===== src/rtl/msg_pkg.sv =====
// Shared types, ASCII constants and frame character lookup for the telemetry framer.
package msg_pkg;

    localparam logic [7:0] CH_A    = 8'h41;
    localparam logic [7:0] CH_B    = 8'h42;
    localparam logic [7:0] CH_C    = 8'h43;
    localparam logic [7:0] CH_D    = 8'h44;
    localparam logic [7:0] CH_E    = 8'h45;
    localparam logic [7:0] CH_F    = 8'h46;
    localparam logic [7:0] CH_I    = 8'h49;
    localparam logic [7:0] CH_M    = 8'h4D;
    localparam logic [7:0] CH_N    = 8'h4E;
    localparam logic [7:0] CH_P    = 8'h50;
    localparam logic [7:0] CH_R    = 8'h52;
    localparam logic [7:0] CH_S    = 8'h53;
    localparam logic [7:0] CH_U    = 8'h55;
    localparam logic [7:0] CH_0    = 8'h30;
    localparam logic [7:0] CH_1    = 8'h31;
    localparam logic [7:0] CH_DASH = 8'h2D;
    localparam logic [7:0] CH_HASH = 8'h23;
    localparam logic [7:0] CH_QM   = 8'h3F;

    typedef enum logic [1:0] {EVT_FAULT, EVT_PICKUP, EVT_DEPOSIT, EVT_END} evt_type_e;
    typedef enum logic [1:0] {ST_IDLE, ST_LOAD, ST_SEND, ST_GAP} state_e;

    typedef struct packed {
        evt_type_e   kind;
        logic [1:0]  unit_code;
        logic [2:0]  sub_id;
        logic [1:0]  block;
    } evt_rec_t;

    function automatic logic [7:0] unit_char(input logic [1:0] u);
        case (u)
            2'd1:    return CH_E;
            2'd2:    return CH_C;
            2'd3:    return CH_R;
            default: return CH_QM;
        endcase
    endfunction

    function automatic logic [7:0] id_char(input logic [2:0] i);
        if (i >= 3'd1 && i <= 3'd4) return CH_0 + {5'd0, i};
        return CH_0;
    endfunction

    function automatic logic [7:0] hex_char(input logic [3:0] n);
        return (n < 4'd10) ? CH_0 + {4'd0, n} : CH_A + {4'd0, n - 4'd10};
    endfunction

    function automatic logic [3:0] base_len(input evt_type_e t);
        case (t)
            EVT_FAULT:   return 4'd10;
            EVT_PICKUP:  return 4'd11;
            EVT_DEPOSIT: return 4'd13;
            default:     return 4'd5;
        endcase
    endfunction

    // Unchecked frame text; every position past the last listed one reads as '#'.
    function automatic logic [7:0] base_char(input evt_rec_t r, input logic [3:0] idx);
        logic [7:0] u, i, b;
        u = unit_char(r.unit_code);
        i = id_char(r.sub_id);
        b = CH_1 + {6'd0, r.block};
        case (r.kind)
            EVT_FAULT: case (idx)
                4'd0: return CH_F;    4'd1: return CH_I;    4'd2: return CH_M;
                4'd3: return CH_DASH; 4'd4: return u;       4'd5: return CH_S;
                4'd6: return CH_U;    4'd7: return i;       4'd8: return CH_DASH;
                default: return CH_HASH;
            endcase
            EVT_PICKUP: case (idx)
                4'd0: return CH_B;    4'd1: return CH_P;    4'd2: return CH_M;
                4'd3: return CH_DASH; 4'd4: return CH_S;    4'd5: return CH_U;
                4'd6: return CH_DASH; 4'd7: return CH_B;    4'd8: return b;
                4'd9: return CH_DASH;
                default: return CH_HASH;
            endcase
            EVT_DEPOSIT: case (idx)
                4'd0: return CH_B;    4'd1: return CH_D;    4'd2: return CH_M;
                4'd3: return CH_DASH; 4'd4: return u;       4'd5: return CH_S;
                4'd6: return CH_U;    4'd7: return i;       4'd8: return CH_DASH;
                4'd9: return CH_B;    4'd10: return b;      4'd11: return CH_DASH;
                default: return CH_HASH;
            endcase
            default: case (idx)
                4'd0: return CH_E;    4'd1: return CH_N;    4'd2: return CH_D;
                4'd3: return CH_DASH;
                default: return CH_HASH;
            endcase
        endcase
    endfunction

endpackage


===== src/rtl/msg_evt_fifo.sv =====
// Event record queue: DEPTH x 9-bit synchronous FIFO with registered occupancy count.
module msg_evt_fifo import msg_pkg::*; #(
    parameter int DEPTH = 4
) (
    input  logic                      clk_50M,
    input  logic                      rst_n,
    input  logic                      push,
    input  evt_rec_t                  wr_data,
    input  logic                      pop,
    output evt_rec_t                  rd_data,
    output logic                      full,
    output logic                      empty,
    output logic [$clog2(DEPTH):0]    count
);

    localparam int AW = $clog2(DEPTH);

    evt_rec_t        mem [DEPTH];
    logic [AW-1:0]   wr_ptr;
    logic [AW-1:0]   rd_ptr;
    logic            do_push;
    logic            do_pop;

    assign full    = (count == (AW+1)'(DEPTH));
    assign empty   = (count == '0);
    assign do_push = push && !full;
    assign do_pop  = pop && !empty;
    assign rd_data = mem[rd_ptr];

    always_ff @(posedge clk_50M) begin
        if (do_push) mem[wr_ptr] <= wr_data;
    end

    always_ff @(posedge clk_50M or negedge rst_n) begin
        if (!rst_n) begin
            wr_ptr <= '0;
            rd_ptr <= '0;
            count  <= '0;
        end else begin
            if (do_push) wr_ptr <= wr_ptr + AW'(1);
            if (do_pop)  rd_ptr <= rd_ptr + AW'(1);
            case ({do_push, do_pop})
                2'b10:   count <= count + (AW+1)'(1);
                2'b01:   count <= count - (AW+1)'(1);
                default: count <= count;
            endcase
        end
    end

endmodule


===== src/rtl/msg_framer.sv =====
// Queued status-message framer streaming ASCII frames to the UART over valid/ready.
// Define MSG_FRAMER_CHECKSUM_EN to append a two-digit hex XOR checksum before '#'.
module msg_framer import msg_pkg::*; #(
    parameter int DEPTH    = 4,
    parameter int BYTE_GAP = 4340,
    parameter int CNT_W    = 8
) (
    input  logic             clk_50M,
    input  logic             rst_n,
    input  logic             evt_valid,
    input  logic [1:0]       evt_type,
    input  logic [1:0]       evt_unit,
    input  logic [2:0]       evt_id,
    input  logic [1:0]       evt_block,
    output logic             evt_ready,
    output logic [7:0]       tx_data,
    output logic             tx_valid,
    input  logic             tx_ready,
    output logic             busy,
    output logic [CNT_W-1:0] drop_cnt
);

    localparam int GAP_W = (BYTE_GAP > 1) ? $clog2(BYTE_GAP) : 1;

    evt_rec_t                wr_rec, head, frame_q, src;
    logic                    fifo_full, fifo_empty;
    logic [$clog2(DEPTH):0]  fifo_count;
    state_e                  state_q;
    logic [3:0]              idx_q, cidx;
    logic [GAP_W-1:0]        gap_q;
    logic                    done_q;
    logic [7:0]              char_out;
`ifdef MSG_FRAMER_CHECKSUM_EN
    logic [3:0]              blen;
    logic [7:0]              csum_q, csum_nxt, ccs;
`endif

    assign wr_rec    = '{kind: evt_type_e'(evt_type), unit_code: evt_unit,
                         sub_id: evt_id, block: evt_block};
    assign evt_ready = !fifo_full;
    assign busy      = (state_q != ST_IDLE) || (fifo_count != '0);

    msg_evt_fifo #(.DEPTH(DEPTH)) u_fifo (
        .clk_50M (clk_50M),
        .rst_n   (rst_n),
        .push    (evt_valid && evt_ready),
        .wr_data (wr_rec),
        .pop     (state_q == ST_LOAD),
        .rd_data (head),
        .full    (fifo_full),
        .empty   (fifo_empty),
        .count   (fifo_count)
    );

    // Byte about to be registered: first byte in LOAD, next byte in SEND, current in GAP.
    always_comb begin
        src = (state_q == ST_LOAD) ? head : frame_q;
        case (state_q)
            ST_LOAD: cidx = 4'd0;
            ST_SEND: cidx = idx_q + 4'd1;
            default: cidx = idx_q;
        endcase
        char_out = base_char(src, cidx);
`ifdef MSG_FRAMER_CHECKSUM_EN
        blen     = base_len(src.kind);
        csum_nxt = (idx_q < blen - 4'd1) ? (csum_q ^ tx_data) : csum_q;
        ccs      = (state_q == ST_SEND) ? csum_nxt : csum_q;
        if (cidx == blen - 4'd1)  char_out = hex_char(ccs[7:4]);
        else if (cidx == blen)    char_out = hex_char(ccs[3:0]);
        else if (cidx > blen)     char_out = CH_HASH;
`endif
    end

    always_ff @(posedge clk_50M or negedge rst_n) begin
        if (!rst_n) begin
            state_q  <= ST_IDLE;
            frame_q  <= '0;
            idx_q    <= '0;
            gap_q    <= '0;
            done_q   <= 1'b0;
            tx_data  <= '0;
            tx_valid <= 1'b0;
            drop_cnt <= '0;
`ifdef MSG_FRAMER_CHECKSUM_EN
            csum_q   <= '0;
`endif
        end else begin
            if (evt_valid && !evt_ready && drop_cnt != '1) drop_cnt <= drop_cnt + CNT_W'(1);
            case (state_q)
                ST_IDLE: if (!fifo_empty) state_q <= ST_LOAD;
                ST_LOAD: begin
                    frame_q  <= head;
                    idx_q    <= '0;
                    tx_data  <= char_out;
                    tx_valid <= 1'b1;
                    state_q  <= ST_SEND;
`ifdef MSG_FRAMER_CHECKSUM_EN
                    csum_q   <= '0;
`endif
                end
                ST_SEND: if (tx_ready) begin
`ifdef MSG_FRAMER_CHECKSUM_EN
                    csum_q <= csum_nxt;
`endif
                    idx_q  <= idx_q + 4'd1;
                    done_q <= (tx_data == CH_HASH);
                    gap_q  <= '0;
                    if (tx_data == CH_HASH) begin
                        tx_valid <= 1'b0;
                        if (BYTE_GAP == 0) state_q <= fifo_empty ? ST_IDLE : ST_LOAD;
                        else               state_q <= ST_GAP;
                    end else if (BYTE_GAP == 0) begin
                        tx_data <= char_out;
                    end else begin
                        tx_valid <= 1'b0;
                        state_q  <= ST_GAP;
                    end
                end
                default: begin
                    if (gap_q == GAP_W'(BYTE_GAP - 1)) begin
                        if (done_q) begin
                            state_q <= fifo_empty ? ST_IDLE : ST_LOAD;
                        end else begin
                            tx_valid <= 1'b1;
                            tx_data  <= char_out;
                            state_q  <= ST_SEND;
                        end
                    end else begin
                        gap_q <= gap_q + GAP_W'(1);
                    end
                end
            endcase
        end
    end

endmodule


===== config.mk =====
export PLATFORM = sky130hd
export DESIGN_NAME = msg_framer
export DESIGN_NICKNAME = d
export VERILOG_FILES = /design/src/rtl/msg_pkg.sv /design/src/rtl/msg_evt_fifo.sv /design/src/rtl/msg_framer.sv
export SDC_FILE = /design/constraint.sdc
export NUM_CORES = 1
export LEC_CHECK = 0
export ABC_AREA = 1
export BUFFER_PORTS_ARGS = -buffer_cell sky130_fd_sc_hd__buf_2
export CORE_UTILIZATION = 30
export DETAILED_ROUTE_END_ITERATION = 12
export SLEW_MARGIN = 5
export SYNTH_ARGS = -nofsm -noshare
export SYNTH_HDL_FRONTEND = slang
export SYNTH_SLANG_ARGS = --single-unit

===== constraint.sdc =====
create_clock -name clk_50M -period 7.2 [get_ports clk_50M]
set_input_delay 1.44 -clock clk_50M [delete_from_list [all_inputs] [get_ports clk_50M]]
set_output_delay 1.44 -clock clk_50M [all_outputs]
set_load 0.005 [all_outputs]

==> results.yml, run 1 <==
layout:
  final_common_cell: "nand2_1"
  n_fill_cell: 1635
  layout.cells.most_common_list: "nand2_1 (122), nor2_1 (76), inv_1 (62)"
  fin_util: 0.348
  final_nets: 617
  syn2layout_area_growth_pct: 13.8
  final_layout_size_suffix_gt1_frac: 0.159
  diodes: 0
  instances_no_fill: 807
place:
  io_buffers: 30
  routabilityCongestion: 0.896
  dp_cells: 791
  hpwl_um: 7190
global_route:
  grt_pass1_vias: 3367
  grt_pass1_wl_um: 16600
  grt_usage: 0.132
  grt_overflow: 0
  antenna_found_initial: 0
  grt_max_degree: 53
logic_synthesis:
  synth_nets: 583
  synth_edf_count: 36
  yosys.area.top_type: "dfrtp_1"
  synth_seq_area_share: 0.493
  ys_types: 48
  ys_ff_latch: 88
  syn_inst: 552
  synthArstFlopShare: 0.591
  yosys-top-cells-area: "dfrtp_1 (27%), edfxtp_1 (22%), nand2_1 (9.5%)"
  yosysTopAreaCellShare: 0.269
  syn-cell-area_um2: 4830
  ys.flop_type: "dfrtp_1"
  yosys_warnings: 0
  syn_area_per_cell_um2: 8.76
setup_path:
  r2r_slack_ps: 4390
  setup.worst_path.start_class: "register"
  worstRegToRegCells: 14
  r2r-start: "u_fifo.rd_ptr[0]"
  worstReg2RegEnd: "tx_data[2]"
  crit_end: "busy"
  cp.required_ps: 5760
  critPathArrivalTime_ps: 1380
  critPathKind: "reg2out"
  setup.worst_path.start: "state_q[1]"
  crit_fanout: 5
  cp-end-kind: "output pin"
die:
  io_pins: 32
  die_h_um: 129
  die-area_um2: 16600
  start_util: 0.305
  chipWidth_um: 129
  core-area_um2: 15800
  placementRows: 46
detailed_routing:
  drc: 0
  dr.pass1.iters: 5
  wl_um: 9960
  route.antenna.remaining_nets: 0
  vias: 3621
  drt_iter0_drc: 209
  routedWlPerCell_um: 12.3
  vias_per_cell: 4.49
timing:
  slew-limit-headroom: 0.394
  min_period_ps: 2820
  tightest_slew_ps: 906
  rsz0062_at_grt: "no"
  fmax_ghz: 0.354
  finalMaxSlewViolations: 0
  setup_tns_ps: 0
  finalHoldViolCount: 0
  skew_ps: 11.3
  fin_crit_sh: 0.392
  setup_violations: 0
  whs_ps: 497
cts:
  path_clk_slew_ps: 70
  cts_buffers: 9
  clock-root-buffer: "clkbuf_16"
  clock_latency_ps: 360
  ctsHoldBuffers: 0
  htree_levels: 3
  postCtsSetupRepairBufs: 0
  cts_tree: "built"
  cts_resized: 0
  clock-sinks: 88
  clockBufferDepth: 2
power_and_ir_drop:
  cellLeakagePower_nw: 2.48
  irDropWorstVdd_uv: 172
  p_per_area_nw_per_um2: 227
worst_hold_path:
  hp-class: "reg2reg"
run:
  drv_cap: 0
outcome:
  outcome: "complete, no violations"
cells by family (layout without fill, tap and decap cells):
group           after synthesis  count (layout)  synth area share
simple gates                282             282             0.276
flops                        88              88             0.493
buf+inv                      77             116            0.0694
compound gates               71              71            0.0851
fa+ha+maj                    18              18            0.0481
xor+xnor                     14              14            0.0254
other cells                   1               1          0.000776
mux                           1               1           0.00233
power by group:
group	internal [mW]	switching, mW	total [mW]	leakage [nW]
Combinational	0.0567	0.0919	0.149	1.33
Clock	0.247	0.226	0.473	0.149
Sequential	0.593	0.0316	0.625	0.993
layout make-up:
class,count,area [µm²],share of cell area
clock buffer,9,225,0.0409
clock inverter,7,76.3,0.0139
inverter,68,265,0.0482
multi-input combinational,387,2120,0.385
sequential,88,2380,0.433
tap,216,270,0.0491
timing repair buffer,32,165,0.0300
sequential cells by signal, summed over array words and instances (netlist names):
register / cells
tx_valid: 1
gap_q: 13
u_fifo.mem: 36
state_q: 2
u_fifo.count: 3
done_q: 1
frame_q: 9
u_fifo.rd_ptr: 2
drop_cnt: 8
u_fifo.wr_ptr: 2
idx_q: 4
tx_data: 7
critical path, stage by stage, from the launching register on:
cell	delay [ps]
dfrtp_1	430
inv_1	110
ha_1	240
nand2_1	110
buf_2	140
how the worst min path moves through the flow:
| stage | from | end | slack (ps) | cells after the start |
|---|---|---|---|---|
| after floorplan | frame_q[4] | frame_q[4] | 460 | 2 |
| after global placement | drop_cnt[3] | drop_cnt[3] | 480 | 1 |
| after detailed placement | drop_cnt[3] | drop_cnt[3] | 490 | 1 |
| after CTS | drop_cnt[3] | drop_cnt[3] | 500 | 1 |
| after global routing | u_fifo.count[0] | u_fifo.count[0] | 520 | 1 |
| final | drop_cnt[3] | drop_cnt[3] | 500 | 1 |
synthesized netlist by cell type (4+ instances only):
master    instances
nand2_2          12
nor2_4            4
nand3_2           6
edfxtp_1         36
o22ai_1           4
nand2_1         122
nor3_1            7
nor2_2            6
a21oi_1          10
a31oi_1           5
nor2_1           76
inv_1            62
ha_1             17
xor2_1            7
o21ai_0          36
nand4_1           9
nand3_1          27
dfrtp_1          52
xnor2_1           7
stage by stage:
stage               worst slack, ps  cell area, µm²  power (mW)
floorplan                      4520            4830       0.724
global placement               4290            5200       0.783
detailed placement             4270            5200       0.789
CTS                            4350            5500        1.27
global route                   4000            5500        1.31
finish                         4380            5500        1.25
routing by layer:
| layer | track usage | vias up | part of all wire |
|---|---|---|---|
| met5 | 0 | - | 0 |
| li1 | - | 1881 | - |
| met2 | 0.201 | 85 | 0.44 |
| met4 | 0.0436 | 0 | 0.013 |
| met1 | 0.176 | 1643 | 0.50 |
| met3 | 0.0420 | 12 | 0.047 |
Note: power is estimated with default switching activity, not from simulation.
==> inputs of run 2 (changes only) <==
==> constraint.sdc (replaced) <==
create_clock -name clk_50M -period 2.95 [get_ports clk_50M]
set_input_delay 0.59 -clock clk_50M [delete_from_list [all_inputs] [get_ports clk_50M]]
set_output_delay 0.59 -clock clk_50M [all_outputs]
set_load 0.005 [all_outputs]
==> results.yml, run 2 (same netlist as run 1, synthesis figures left out) <==
outcome:
  outcome: "complete, no violations"
place:
  pre_cts_ws_ps: 496
  io_buffers: 30
  routabilityCongestion: 0.925
  place_area_um2: 5270
  dp_cells: 800
  hpwl_um: 7560
timing:
  fin_crit_sh: 0.843
  tightest_slew_ps: 617
  finalHoldViolCount: 0
  skew_ps: 11.4
  min_period_ps: 2490
  rsz0062_at_grt: "no"
  slew-limit-headroom: 0.584
  whs_ps: 183
  setup_tns_ps: 0
  fmax_ghz: 0.402
  setup_violations: 0
  fin_ws_ps: 464
  finalMaxSlewViolations: 0
layout:
  fin_util: 0.353
  syn2layout_area_growth_pct: 15.4
  final_nets: 626
  final_common_cell: "nand2_1"
  layout.cells.most_common_list: "nand2_1 (122), nor2_1 (76), inv_1 (62)"
  reg_top3: "u_fifo.mem: 36 flops, gap_q: 13 flops, frame_q: 9 flops"
  regMostFlops: "u_fifo.mem"
  largest_register_ffs: 36
  diodes: 0
  instances_no_fill: 816
  final_area_um2: 5580
  final_layout_size_suffix_gt1_frac: 0.172
detailed_routing:
  vias: 3680
  route.antenna.remaining_nets: 0
  drc: 0
  routedWlPerCell_um: 12.5
  dr.pass1.iters: 4
  drt_iter0_drc: 209
  wl_um: 10200
  vias_per_cell: 4.51
setup_path:
  setup.worst_path.start_class: "register"
  critPathArrivalTime_ps: 2780
  r2r-start: "state_q[0]"
  worstReg2RegEnd: "tx_data[0]"
  critPathKind: "reg2reg"
  worstRegToRegCells: 16
  cp.required_ps: 3250
  cp-end-kind: "register"
  crit_fanout: 11
  r2r_slack_ps: 460
cts:
  clockBufferDepth: 2
  cts_buffers: 9
  postCtsSetupRepairBufs: 0
  path_clk_slew_ps: 80
  clock_latency_ps: 350
  htree_levels: 3
  clock-sinks: 88
  cts_resized: 0
  ctsHoldBuffers: 0
  cts_tree: "built"
  clock-root-buffer: "clkbuf_16"
die:
  core-area_um2: 15800
  start_util: 0.305
  die-area_um2: 16600
  chipWidth_um: 129
  io_pins: 32
  placementRows: 46
  die_h_um: 129
global_route:
  grt_max_degree: 22
  grt_usage: 0.136
  grt_pass1_wl_um: 17600
  grt_overflow: 0
  antenna_found_initial: 0
  grt_pass1_vias: 3587
worst_hold_path:
  hp-class: "in2async"
power_and_ir_drop:
  cellLeakagePower_nw: 2.53
  total_power_mw: 3.13
  p_per_area_nw_per_um2: 562
  irDropWorstVdd_uv: 364
run:
  drv_cap: 0
-- run 2: changes by cell type in the layout (fill, tap and decap cells not counted), sizes merged --
cell    before  now
buf         32   41
inv         73   72
bufinv       0    1
-- run 2: power breakdown --
group / switching [mW] / total (mW) / internal [mW]
clock network: 0.547 / 1.23 / 0.678
registers: 0.0765 / 1.52 / 1.45
logic: 0.230 / 0.388 / 0.158
total: 0.853 / 3.13 / 2.28
-- run 2: routing by layer --
| layer | wire length (µm) | track usage |
|---|---|---|
| met5 | 0 | 0 |
| met4 | 197 | 0.0602 |
| met3 | 433 | 0.0316 |
| met2 | 4570 | 0.217 |
| met1 | 5010 | 0.177 |
-- run 2: how the worst max path moves through the flow --
stage | from | to | slack [ps] | cells past startpoint
5_1_grt | u_fifo.rd_ptr[0] | tx_data[4] | 210 | 14
6_report | state_q[0] | tx_data[0] | 460 | 16
3_5_place_dp | state_q[0] | tx_data[0] | 500 | 15
2_1_floorplan | state_q[1] | tx_data[3] | 630 | 15
4_1_cts | state_q[1] | u_fifo.count[2] | 470 | 10
3_3_place_gp | state_q[1] | u_fifo.count[2] | 490 | 10
-- run 2: layout make-up --
| cell class | count | area [µm²] |
|---|---|---|
| clock inverters | 7 | 87.6 |
| inverters | 68 | 265 |
| well taps | 216 | 270 |
| fillers | 1634 | 10200 |
| repair buffers | 41 | 233 |
| multi-input cells | 387 | 2120 |
| flip-flops and latches | 88 | 2380 |
| clock buffers | 9 | 225 |
-- run 2: worst max-delay path, stage by stage (launching register included) --
cell,delay (ps)
dfrtp_1,410
inv_1,100
ha_1,470
nand2_1,190
o21ai_4,240
inv_4,90
nor2_2,190
nand2_1,150
nand2_1,120
nor2_1,60
nand3_1,60
nand2_1,50
nand2_1,50
nand2_1,60
nand2_1,80
nand2_1,50
nand2_1,50
==> inputs of run 3 (changes only) <==
==> constraint.sdc (replaced) <==
create_clock -name clk_50M -period 2.03 [get_ports clk_50M]
set_input_delay 0.406 -clock clk_50M [delete_from_list [all_inputs] [get_ports clk_50M]]
set_output_delay 0.406 -clock clk_50M [all_outputs]
set_load 0.005 [all_outputs]
==> results.yml, run 3 (same netlist as run 1, synthesis figures left out) <==
cts:
  clock-root-buffer: "clkbuf_16"
  htree_levels: 3
  clock_latency_ps: 350
  clock-sinks: 88
  cts_buffers: 9
  ctsHoldBuffers: 0
  cts_tree: "built"
  clockBufferDepth: 2
  path_clk_slew_ps: 60
layout:
  final_layout_size_suffix_gt1_frac: 0.309
  instances_no_fill: 880
  layout.cells.most_common_list: "nand2_1 (116), nor2_1 (69), buf_4 (69)"
  regMostFlops: "u_fifo.mem"
  reg_top3: "u_fifo.mem: 36 flops, gap_q: 13 flops, frame_q: 9 flops"
  final_nets: 690
  diodes: 0
  final_common_cell: "nand2_1"
  largest_register_ffs: 36
  syn2layout_area_growth_pct: 29.5
setup_path:
  cpPeakStageDelay_ps: 420
  cp_num_buf_inv: 4
  critPathKind: "reg2reg"
  critPathArrivalTime_ps: 2430
  cp-end-kind: "register"
  r2r-start: "state_q[0]"
  slowest_stage: "dfrtp_1"
  worstRegToRegCells: 14
  crit_fanout: 7
  crit_path_cell_trace: "inv_2 > ha_4 > inv_6 > o21ai_4 > inv_4 > nor2_8 > nand3_4 > nand2_1 > inv_1 > nand3b_1 > nand2_1 > nand3_2 > nor2_1 > nor2_1"
  worstReg2RegEnd: "tx_data[2]"
  r2r_slack_ps: -120
  crit_family: "simple AND/OR/NAND/NOR gates"
  cp.required_ps: 2310
  setup.worst_path.start_class: "register"
global_route:
  grt_pass1_vias: 3763
  grt_overflow: 0
  grt_usage: 0.146
  antenna_found_initial: 0
  grt_max_degree: 22
  grt_pass1_wl_um: 18700
timing:
  fmax_ghz: 0.465
  setup_violations: 6
  setup_tns_ps: -584
  skew_ps: 6.27
  fin_ws_ps: -120
  fin_crit_sh: 1.06
  rsz0062_at_grt: "yes"
  finalMaxSlewViolations: 0
  finalHoldViolCount: 0
  min_period_ps: 2150
die:
  chipWidth_um: 129
  placementRows: 46
  die-area_um2: 16600
  core-area_um2: 15800
  io_pins: 32
  start_util: 0.305
  die_h_um: 129
place:
  hpwl_um: 8380
  routabilityCongestion: 0.891
  io_buffers: 30
  pre_cts_ws_ps: -277
  dp_cells: 856
detailed_routing:
  drt_iter0_drc: 199
  vias: 3936
  wl_um: 11200
  dr.pass1.iters: 4
  route.antenna.remaining_nets: 0
  vias_per_cell: 4.47
  drc: 0
  routedWlPerCell_um: 12.7
power_and_ir_drop:
  cellLeakagePower_nw: 2.85
  irDropWorstVdd_uv: 660
  p_per_area_nw_per_um2: 693
outcome:
  violations: "negative setup slack"
  outcome: "complete, but fails checks"
run:
  drv_cap: 0
worst_hold_path:
  hp-class: "in2async"
-- run 3: cell count changes in the layout (fill, tap and decap cells not counted), sizes merged --
| cell | delta |
|---|---|
| clkinvlp | +1 |
| bufinv | -1 |
| clkinv | +2 |
| inv | -4 |
| buf | +64 |
| clkbuf | +2 |
-- run 3: what timing repair did --
item | 4_1_cts | 5_1_grt
setup buffers | 4 | 4
setup endpoints to repair | 9 | 9
pin swaps | 11 | 16
resized for setup | 36 | 26
-- run 3: per-stage QoR --
step / total power [mW] / hold WS, ps / instance area (µm²) / utilization
after detailed placement: 2.84 / 383 / 5720 / 0.361
after CTS: 4.37 / 14.4 / 6140 / 0.388
final: 4.34 / 10.5 / 6260 / 0.396
after floorplan: 2.57 / 110 / 4860 / -
after global placement: 2.81 / 383 / 5720 / 0.361
after global routing: 4.57 / 35.8 / 6260 / 0.396
-- run 3: how the worst max path moves through the flow --
stage	from	end	slack (ps)	depth (start not counted)
floorplan	state_q[1]	u_fifo.count[2]	9	11
CTS	state_q[0]	tx_data[0]	-120	16
detailed placement	state_q[0]	tx_data[0]	-280	15
finish	state_q[0]	tx_data[2]	-120	14
global placement	state_q[0]	tx_data[0]	-300	14
global route	state_q[0]	tx_data[0]	-280	16
-- run 3: routing by layer --
layer	up-vias	share of wire	global-route usage
met1	1831	0.47	0.191
met5	-	0	0
met2	62	0.47	0.235
met4	0	0.025	0.0644
li1	2024	-	-
met3	19	0.033	0.0274
-- run 3: final cells by class --
type / count / area [µm²]
clock buffer: 11 / 233
timing repair buffer: 105 / 744
sequential: 88 / 2380
fill: 1577 / 9570
clock inverter: 5 / 35.0
inverter: 68 / 268
tap: 216 / 270
multi-input combinational: 387 / 2330
-- run 3: power by group --
group / internal, mW / leakage, nW / total (mW) / switching, mW
clock network: 0.830 / 0.129 / 1.52 / 0.686
logic: 0.253 / 1.72 / 0.604 / 0.351
registers: 2.10 / 0.993 / 2.22 / 0.118
